File: config.mk
export PLATFORM = sky130hd
export DESIGN_NAME = fp_div_seq
export DESIGN_NICKNAME = d
export VERILOG_FILES = /design/src/rtl/fp_div_seq.sv
export SDC_FILE = /design/constraint.sdc
export NUM_CORES = 1
export LEC_CHECK = 0
export ABC_AREA = 0
export CAP_MARGIN = 25
export CORE_MARGIN = 2
export CORE_UTILIZATION = 53
export DETAILED_ROUTE_END_ITERATION = 10
export HOLD_SLACK_MARGIN = 0.08
export PLACE_DENSITY_LB_ADDON = 0.12
export SYNTH_ARGS = -nofsm -noshare
export SYNTH_HDL_FRONTEND = slang
export SYNTH_SLANG_ARGS = --single-unit
File: constraint.sdc
create_clock -name CLK -period 3.5 [get_ports CLK]
set_input_delay 1.05 -clock CLK [delete_from_list [all_inputs] [get_ports CLK]]
set_output_delay 1.05 -clock CLK [all_outputs]
set_load 0.01 [all_outputs]
File: src/rtl/fp_div_seq.sv
// Iterative IEEE-754 single-precision divider: radix-2 restoring mantissa division,
// one quotient bit per cycle, round-to-nearest-even, flush-to-zero, valid/ready on both sides.
module fp_div_seq #(
    parameter logic [31:0] QNAN  = 32'h7FC0_0000,
    parameter int          QBITS = 26
) (
    input  logic        CLK,
    input  logic        nRST,
    input  logic        in_valid,
    output logic        in_ready,
    input  logic [31:0] dividend,
    input  logic [31:0] divisor,
    output logic        out_valid,
    input  logic        out_ready,
    output logic [31:0] result,
    output logic [4:0]  flags
);

    typedef enum logic [2:0] {
        S_IDLE  = 3'd0,
        S_PREP  = 3'd1,
        S_DIV   = 3'd2,
        S_ROUND = 3'd3,
        S_DONE  = 3'd4
    } state_t;

    localparam logic [4:0] CNT_LAST = 5'(QBITS - 1);

    function automatic logic is_nan(input logic [31:0] v);
        return (v[30:23] == 8'hFF) && (v[22:0] != 23'd0);
    endfunction

    function automatic logic is_inf(input logic [31:0] v);
        return (v[30:23] == 8'hFF) && (v[22:0] == 23'd0);
    endfunction

    // Exponent zero covers true zeros and flushed subnormals alike.
    function automatic logic is_zero(input logic [31:0] v);
        return (v[30:23] == 8'h00);
    endfunction

    state_t             state_r, state_s;
    logic [31:0]        a_r, b_r;
    logic               sign_r;
    logic signed [9:0]  exp_r;
    logic [24:0]        rem_r;
    logic [23:0]        d_r;
    logic [25:0]        q_r;
    logic [4:0]         cnt_r;
    logic [31:0]        result_r, result_s;
    logic [4:0]         flags_r, flags_s;
    logic               out_valid_r, out_valid_s;
    logic               in_ready_r, in_ready_s;

    logic               sign_s;
    logic               spec_hit_s;
    logic [31:0]        spec_res_s;
    logic [4:0]         spec_flg_s;
    logic               ge_s;
    logic [23:0]        rem_sub_s;
    logic [24:0]        rem_step_s;
    logic [23:0]        sig_s;
    logic               g_s, st_s, rup_s;
    logic signed [9:0]  exp_a_s, exp_f_s;
    logic [22:0]        frac_f_s;
    logic [31:0]        rnd_res_s;
    logic [4:0]         rnd_flg_s;

    assign in_ready  = in_ready_r;
    assign out_valid = out_valid_r;
    assign result    = result_r;
    assign flags     = flags_r;
    assign sign_s    = a_r[31] ^ b_r[31];

    // Special-operand classification, evaluated on the latched operands during PREP.
    always_comb begin
        spec_hit_s = 1'b1;
        spec_res_s = 32'd0;
        spec_flg_s = 5'd0;
        if (is_nan(a_r) || is_nan(b_r)) begin
            spec_res_s = QNAN;
            spec_flg_s = {(is_nan(a_r) && !a_r[22]) || (is_nan(b_r) && !b_r[22]), 4'b0000};
        end else if ((is_zero(a_r) && is_zero(b_r)) || (is_inf(a_r) && is_inf(b_r))) begin
            spec_res_s = QNAN;
            spec_flg_s = 5'b10000;
        end else if (is_inf(a_r)) begin
            spec_res_s = {sign_s, 8'hFF, 23'd0};
        end else if (is_inf(b_r)) begin
            spec_res_s = {sign_s, 31'd0};
        end else if (is_zero(b_r)) begin
            spec_res_s = {sign_s, 8'hFF, 23'd0};
            spec_flg_s = 5'b01000;
        end else if (is_zero(a_r)) begin
            spec_res_s = {sign_s, 31'd0};
        end else begin
            spec_hit_s = 1'b0;
        end
    end

    // One restoring-division step; the partial remainder always stays below 2*d, so 25 bits suffice.
    always_comb begin
        ge_s      = (rem_r >= {1'b0, d_r});
        rem_sub_s = rem_r[23:0] - d_r;
        if (ge_s) begin
            rem_step_s = {rem_sub_s, 1'b0};
        end else begin
            rem_step_s = {rem_r[23:0], 1'b0};
        end
    end

    // Normalise the quotient, round to nearest even and detect exponent overflow/underflow.
    always_comb begin
        if (q_r[25]) begin
            sig_s   = q_r[25:2];
            g_s     = q_r[1];
            st_s    = q_r[0] | (rem_r != 25'd0);
            exp_a_s = exp_r;
        end else begin
            sig_s   = q_r[24:1];
            g_s     = q_r[0];
            st_s    = (rem_r != 25'd0);
            exp_a_s = exp_r - 10'sd1;
        end
        rup_s    = g_s && (st_s || sig_s[0]);
        frac_f_s = sig_s[22:0] + {22'd0, rup_s};
        if (rup_s && (&sig_s)) begin
            exp_f_s = exp_a_s + 10'sd1;
        end else begin
            exp_f_s = exp_a_s;
        end
        if (exp_f_s >= 10'sd255) begin
            rnd_res_s = {sign_r, 8'hFF, 23'd0};
            rnd_flg_s = 5'b00101;
        end else if (exp_f_s <= 10'sd0) begin
            rnd_res_s = {sign_r, 31'd0};
            rnd_flg_s = 5'b00011;
        end else begin
            rnd_res_s = {sign_r, exp_f_s[7:0], frac_f_s};
            rnd_flg_s = {4'b0000, g_s | st_s};
        end
    end

    // FSM state register.
    always_ff @(posedge CLK or negedge nRST) begin
        if (!nRST) begin
            state_r <= S_IDLE;
        end else begin
            state_r <= state_s;
        end
    end

    // FSM next-state logic.
    always_comb begin
        state_s = state_r;
        case (state_r)
            S_IDLE:  state_s = in_valid ? S_PREP : S_IDLE;
            S_PREP:  state_s = spec_hit_s ? S_DONE : S_DIV;
            S_DIV:   state_s = (cnt_r == CNT_LAST) ? S_ROUND : S_DIV;
            S_ROUND: state_s = S_DONE;
            S_DONE:  state_s = out_ready ? S_IDLE : S_DONE;
            default: state_s = S_IDLE;
        endcase
    end

    // FSM output logic: next values of the registered handshake and result outputs.
    always_comb begin
        result_s    = result_r;
        flags_s     = flags_r;
        out_valid_s = out_valid_r;
        case (state_r)
            S_PREP: begin
                if (spec_hit_s) begin
                    result_s    = spec_res_s;
                    flags_s     = spec_flg_s;
                    out_valid_s = 1'b1;
                end else begin
                    out_valid_s = 1'b0;
                end
            end
            S_ROUND: begin
                result_s    = rnd_res_s;
                flags_s     = rnd_flg_s;
                out_valid_s = 1'b1;
            end
            S_DONE: begin
                if (out_ready) begin
                    out_valid_s = 1'b0;
                end else begin
                    out_valid_s = 1'b1;
                end
            end
            default: out_valid_s = 1'b0;
        endcase
        in_ready_s = (state_s == S_IDLE);
    end

    // Registered outputs.
    always_ff @(posedge CLK or negedge nRST) begin
        if (!nRST) begin
            result_r    <= 32'd0;
            flags_r     <= 5'd0;
            out_valid_r <= 1'b0;
            in_ready_r  <= 1'b1;
        end else begin
            result_r    <= result_s;
            flags_r     <= flags_s;
            out_valid_r <= out_valid_s;
            in_ready_r  <= in_ready_s;
        end
    end

    // Operand capture and mantissa-division datapath.
    always_ff @(posedge CLK or negedge nRST) begin
        if (!nRST) begin
            a_r    <= 32'd0;
            b_r    <= 32'd0;
            sign_r <= 1'b0;
            exp_r  <= 10'sd0;
            rem_r  <= 25'd0;
            d_r    <= 24'd0;
            q_r    <= 26'd0;
            cnt_r  <= 5'd0;
        end else begin
            case (state_r)
                S_IDLE: begin
                    if (in_valid) begin
                        a_r <= dividend;
                        b_r <= divisor;
                    end
                end
                S_PREP: begin
                    sign_r <= sign_s;
                    exp_r  <= $signed({2'b00, a_r[30:23]}) - $signed({2'b00, b_r[30:23]}) + 10'sd127;
                    rem_r  <= {2'b01, a_r[22:0]};
                    d_r    <= {1'b1, b_r[22:0]};
                    q_r    <= 26'd0;
                    cnt_r  <= 5'd0;
                end
                S_DIV: begin
                    rem_r <= rem_step_s;
                    q_r   <= {q_r[24:0], ge_s};
                    cnt_r <= cnt_r + 5'd1;
                end
                default: begin
                    cnt_r <= cnt_r;
                end
            endcase
        end
    end

endmodule

==> qor.yml <==
synthesis:
  avgSynthCellArea_um2: 9.57
  synth_flop_cell: "dfrtp_1"
  synth_cell_types: 73
  ys_top_cells_by_count: "dfrtp_1 (196), nand2_1 (163), o21ai_0 (79)"
  ys_ff_latch: 197
  ys_async_sr_fraction: 1.00
  ys_top_cells_by_area: "dfrtp_1 (43%), mux2_2 (6.0%), nand2_1 (5.4%), ha_1 (4.3%), xnor2_1 (3.7%)"
  seq_area_frac_synth: 0.434
  netlist_instances: 1186
  yosysMostFrequentCell: "dfrtp_1"
  synthDominantCellAreaShare: 0.432
  syn_area_um2: 11400
  yosys_warnings: 0
  synth_enable_flop_cells: 0
  synth_top_area_cell: "dfrtp_1"
  syn_nets: 1295
route:
  first_pass_iters: 5
  ant_nets: 0
  drt-initial-drc-count: 605
  routedWlPerCell_um: 17.4
  drc: 0
  vias_per_cell: 5.79
  via_count: 9115
  finalWirelength_um: 27300
sta:
  final.setup.tns_ps: 0
  finalWorstSetupSlack_ps: 147
  maxSlewViolCount: 0
  hold_violations: 0
  setup_viol: 0
  rsz0062_at_grt: "false"
  period_needed_ps: 3350
  relSlewSlack: 0.526
  skew_ps: 20.5
  post-route-period-util: 0.958
  worst_slew_pin_slew_ps: 709
  max_freq_mhz: 298
grt:
  grt_max_degree: 80
  grt_pass1_vias: 8797
  grt-ovfl-total: 0
  grt_antenna_before_repair: 0
  grt_pass1_wl_um: 44500
  grt_util_all_layers: 0.250
final_layout:
  fillers: 1695
  area_delta_synth_final_pct: 18.9
  diodes: 0
  drive_gt1_frac: 0.126
  fin_area_um2: 13500
  nets: 1394
floorplan:
  core_area_um2: 21000
  pin_count: 107
  start_util: 0.540
  die_x_um: 150
  rows: 53
  die_area_um2: 22600
  die_y_um: 150
clock_network:
  cts_made_buffers: 17
  root_buffer: "clkbuf_16"
  clock_latency_ps: 450
  clkTransAtPathRegs_ps: 80
  ctsHoldBuffers: 0
  clock-sinks: 197
  htree_levels: 4
  cts.path.max_buffers: 2
  cts_tree: "done"
place:
  portBuffers: 106
  place_congestion: 0.918
  dpl_cell_area_um2: 12800
  dp_hpwl_um: 20000
  dp_slack_ps: 32.7
worst_setup_path:
  start_kind: "flop"
  critical_path_required_ps: 3830
  crit_type: "flop to flop"
  crit_arrival_ps: 3680
  cp_max_fo: 23
  r2r_slack_ps: 150
  worst_setup_path_end_kind: "flop"
power:
  p_leak_nw: 5.69
  peakVddDrop_uv: 603
  p_total_w: 0.0135
  powerDensity_nw_per_um2: 1000
job:
  maxCapViolCount: 0
run_status:
  status: "complete, no violations"
worst_hold_path:
  hp-class: "flop to flop"
## cells in the final DEF (no fill, tap or decap), types with 17 or more instances in the layout
cell type and count:
dfrtp_1 195, nand2_1 163, clkdlybuf4s50_1 105, o21ai_0 79, mux2_2 60, nor2_1 58, a21oi_1 55, inv_1 51
xnor2_1 48, a22o_1 42, ha_1 39, buf_4 39, xor2_1 34, mux2i_1 30, nor4_1 25, nand3_1 25
nand4_1 21, and3_1 17, clkbuf_16 17
## sequential cells by signal (all words and copies together) (netlist names)
register	cells
a_r	32
b_r	32
cnt_r	5
d_r	24
exp_r	10
flags	5
in_ready	1
out_valid	1
q_r	26
rem_r	25
result	32
sign_r	1
state_r	3
## path summary, 6_finish.rpt
| path | startpoint | cells past startpoint | to |
|---|---|---|---|
| max in group asynchronous | nRST | 2 | in_ready |
| max | exp_r[1] | 11 | result[1] |
| min | d_r[23] | 2 | d_r[23] |
| max reg2reg | exp_r[1] | 11 | result[1] |
| min in group asynchronous | nRST | 1 | result[9] |
| min reg2reg | d_r[23] | 2 | d_r[23] |
## power by group
part	total (W)	switching, W	internal, W
registers	0.00409	0.000882	0.00321
logic	0.00739	0.00396	0.00343
clock network	0.00201	0.00103	0.000981
total	0.0135	0.00588	0.00762
## timing repair
action / in CTS / in global routing
resized for setup: 0 / 4
setup buffers: 0 / 3
setup endpoints to repair: 0 / 31
## layer usage
metal  vias to the layer above  global-route usage  routed length, um
li1                       4425                   -                  -
met1                      4417               0.335              12300
met2                       219               0.399              12800
met3                        54              0.0479               1170
met4                         0               0.101               1050
met5                         -                   0                  0
## critical path, stage by stage (launching register included)
cell	delay (ps)
dfrtp_1	420
inv_1	80
ha_1	300
mux2i_1	270
ha_1	320
nor2_1	70
or4b_1	480
a211o_1	300
or4_4	430
and4b_1	230
buf_12	160
a22o_1	180
## logic make-up (layout without fill, tap and decap cells)
kind of cell               after synthesis  in the layout  share of synthesized area
AOI/OAI and AO/OA                      273            273                      0.163
xor gates and xnor gates                83             83                     0.0647
adders and majority gates               41             41                     0.0465
buffers and inverters                  120            232                     0.0438
DFF                                    197            197                      0.434
muxes                                   90             90                     0.0860
and+or+nand+nor                        382            382                      0.162
## layout make-up
class                           count  area, um2  area share
Clock buffer                       17        425      0.0315
Clock inverter                     15        194      0.0144
Inverter                           51        191      0.0142
Multi-Input combinational cell    869       5970       0.442
Sequential cell                   197       4930       0.366
Tap cell                          275        344      0.0255
Timing Repair Buffer              149       1440       0.106
## stage by stage
stage	util	hold slack (ps)	std cells
after floorplan	-	418	1186
after global placement	0.611	428	1538
after detailed placement	0.611	435	1538
after CTS	0.640	452	1570
after global routing	0.642	490	1573
final	0.642	448	1573
No activity file was read; power rests on OpenSTA's default activity.
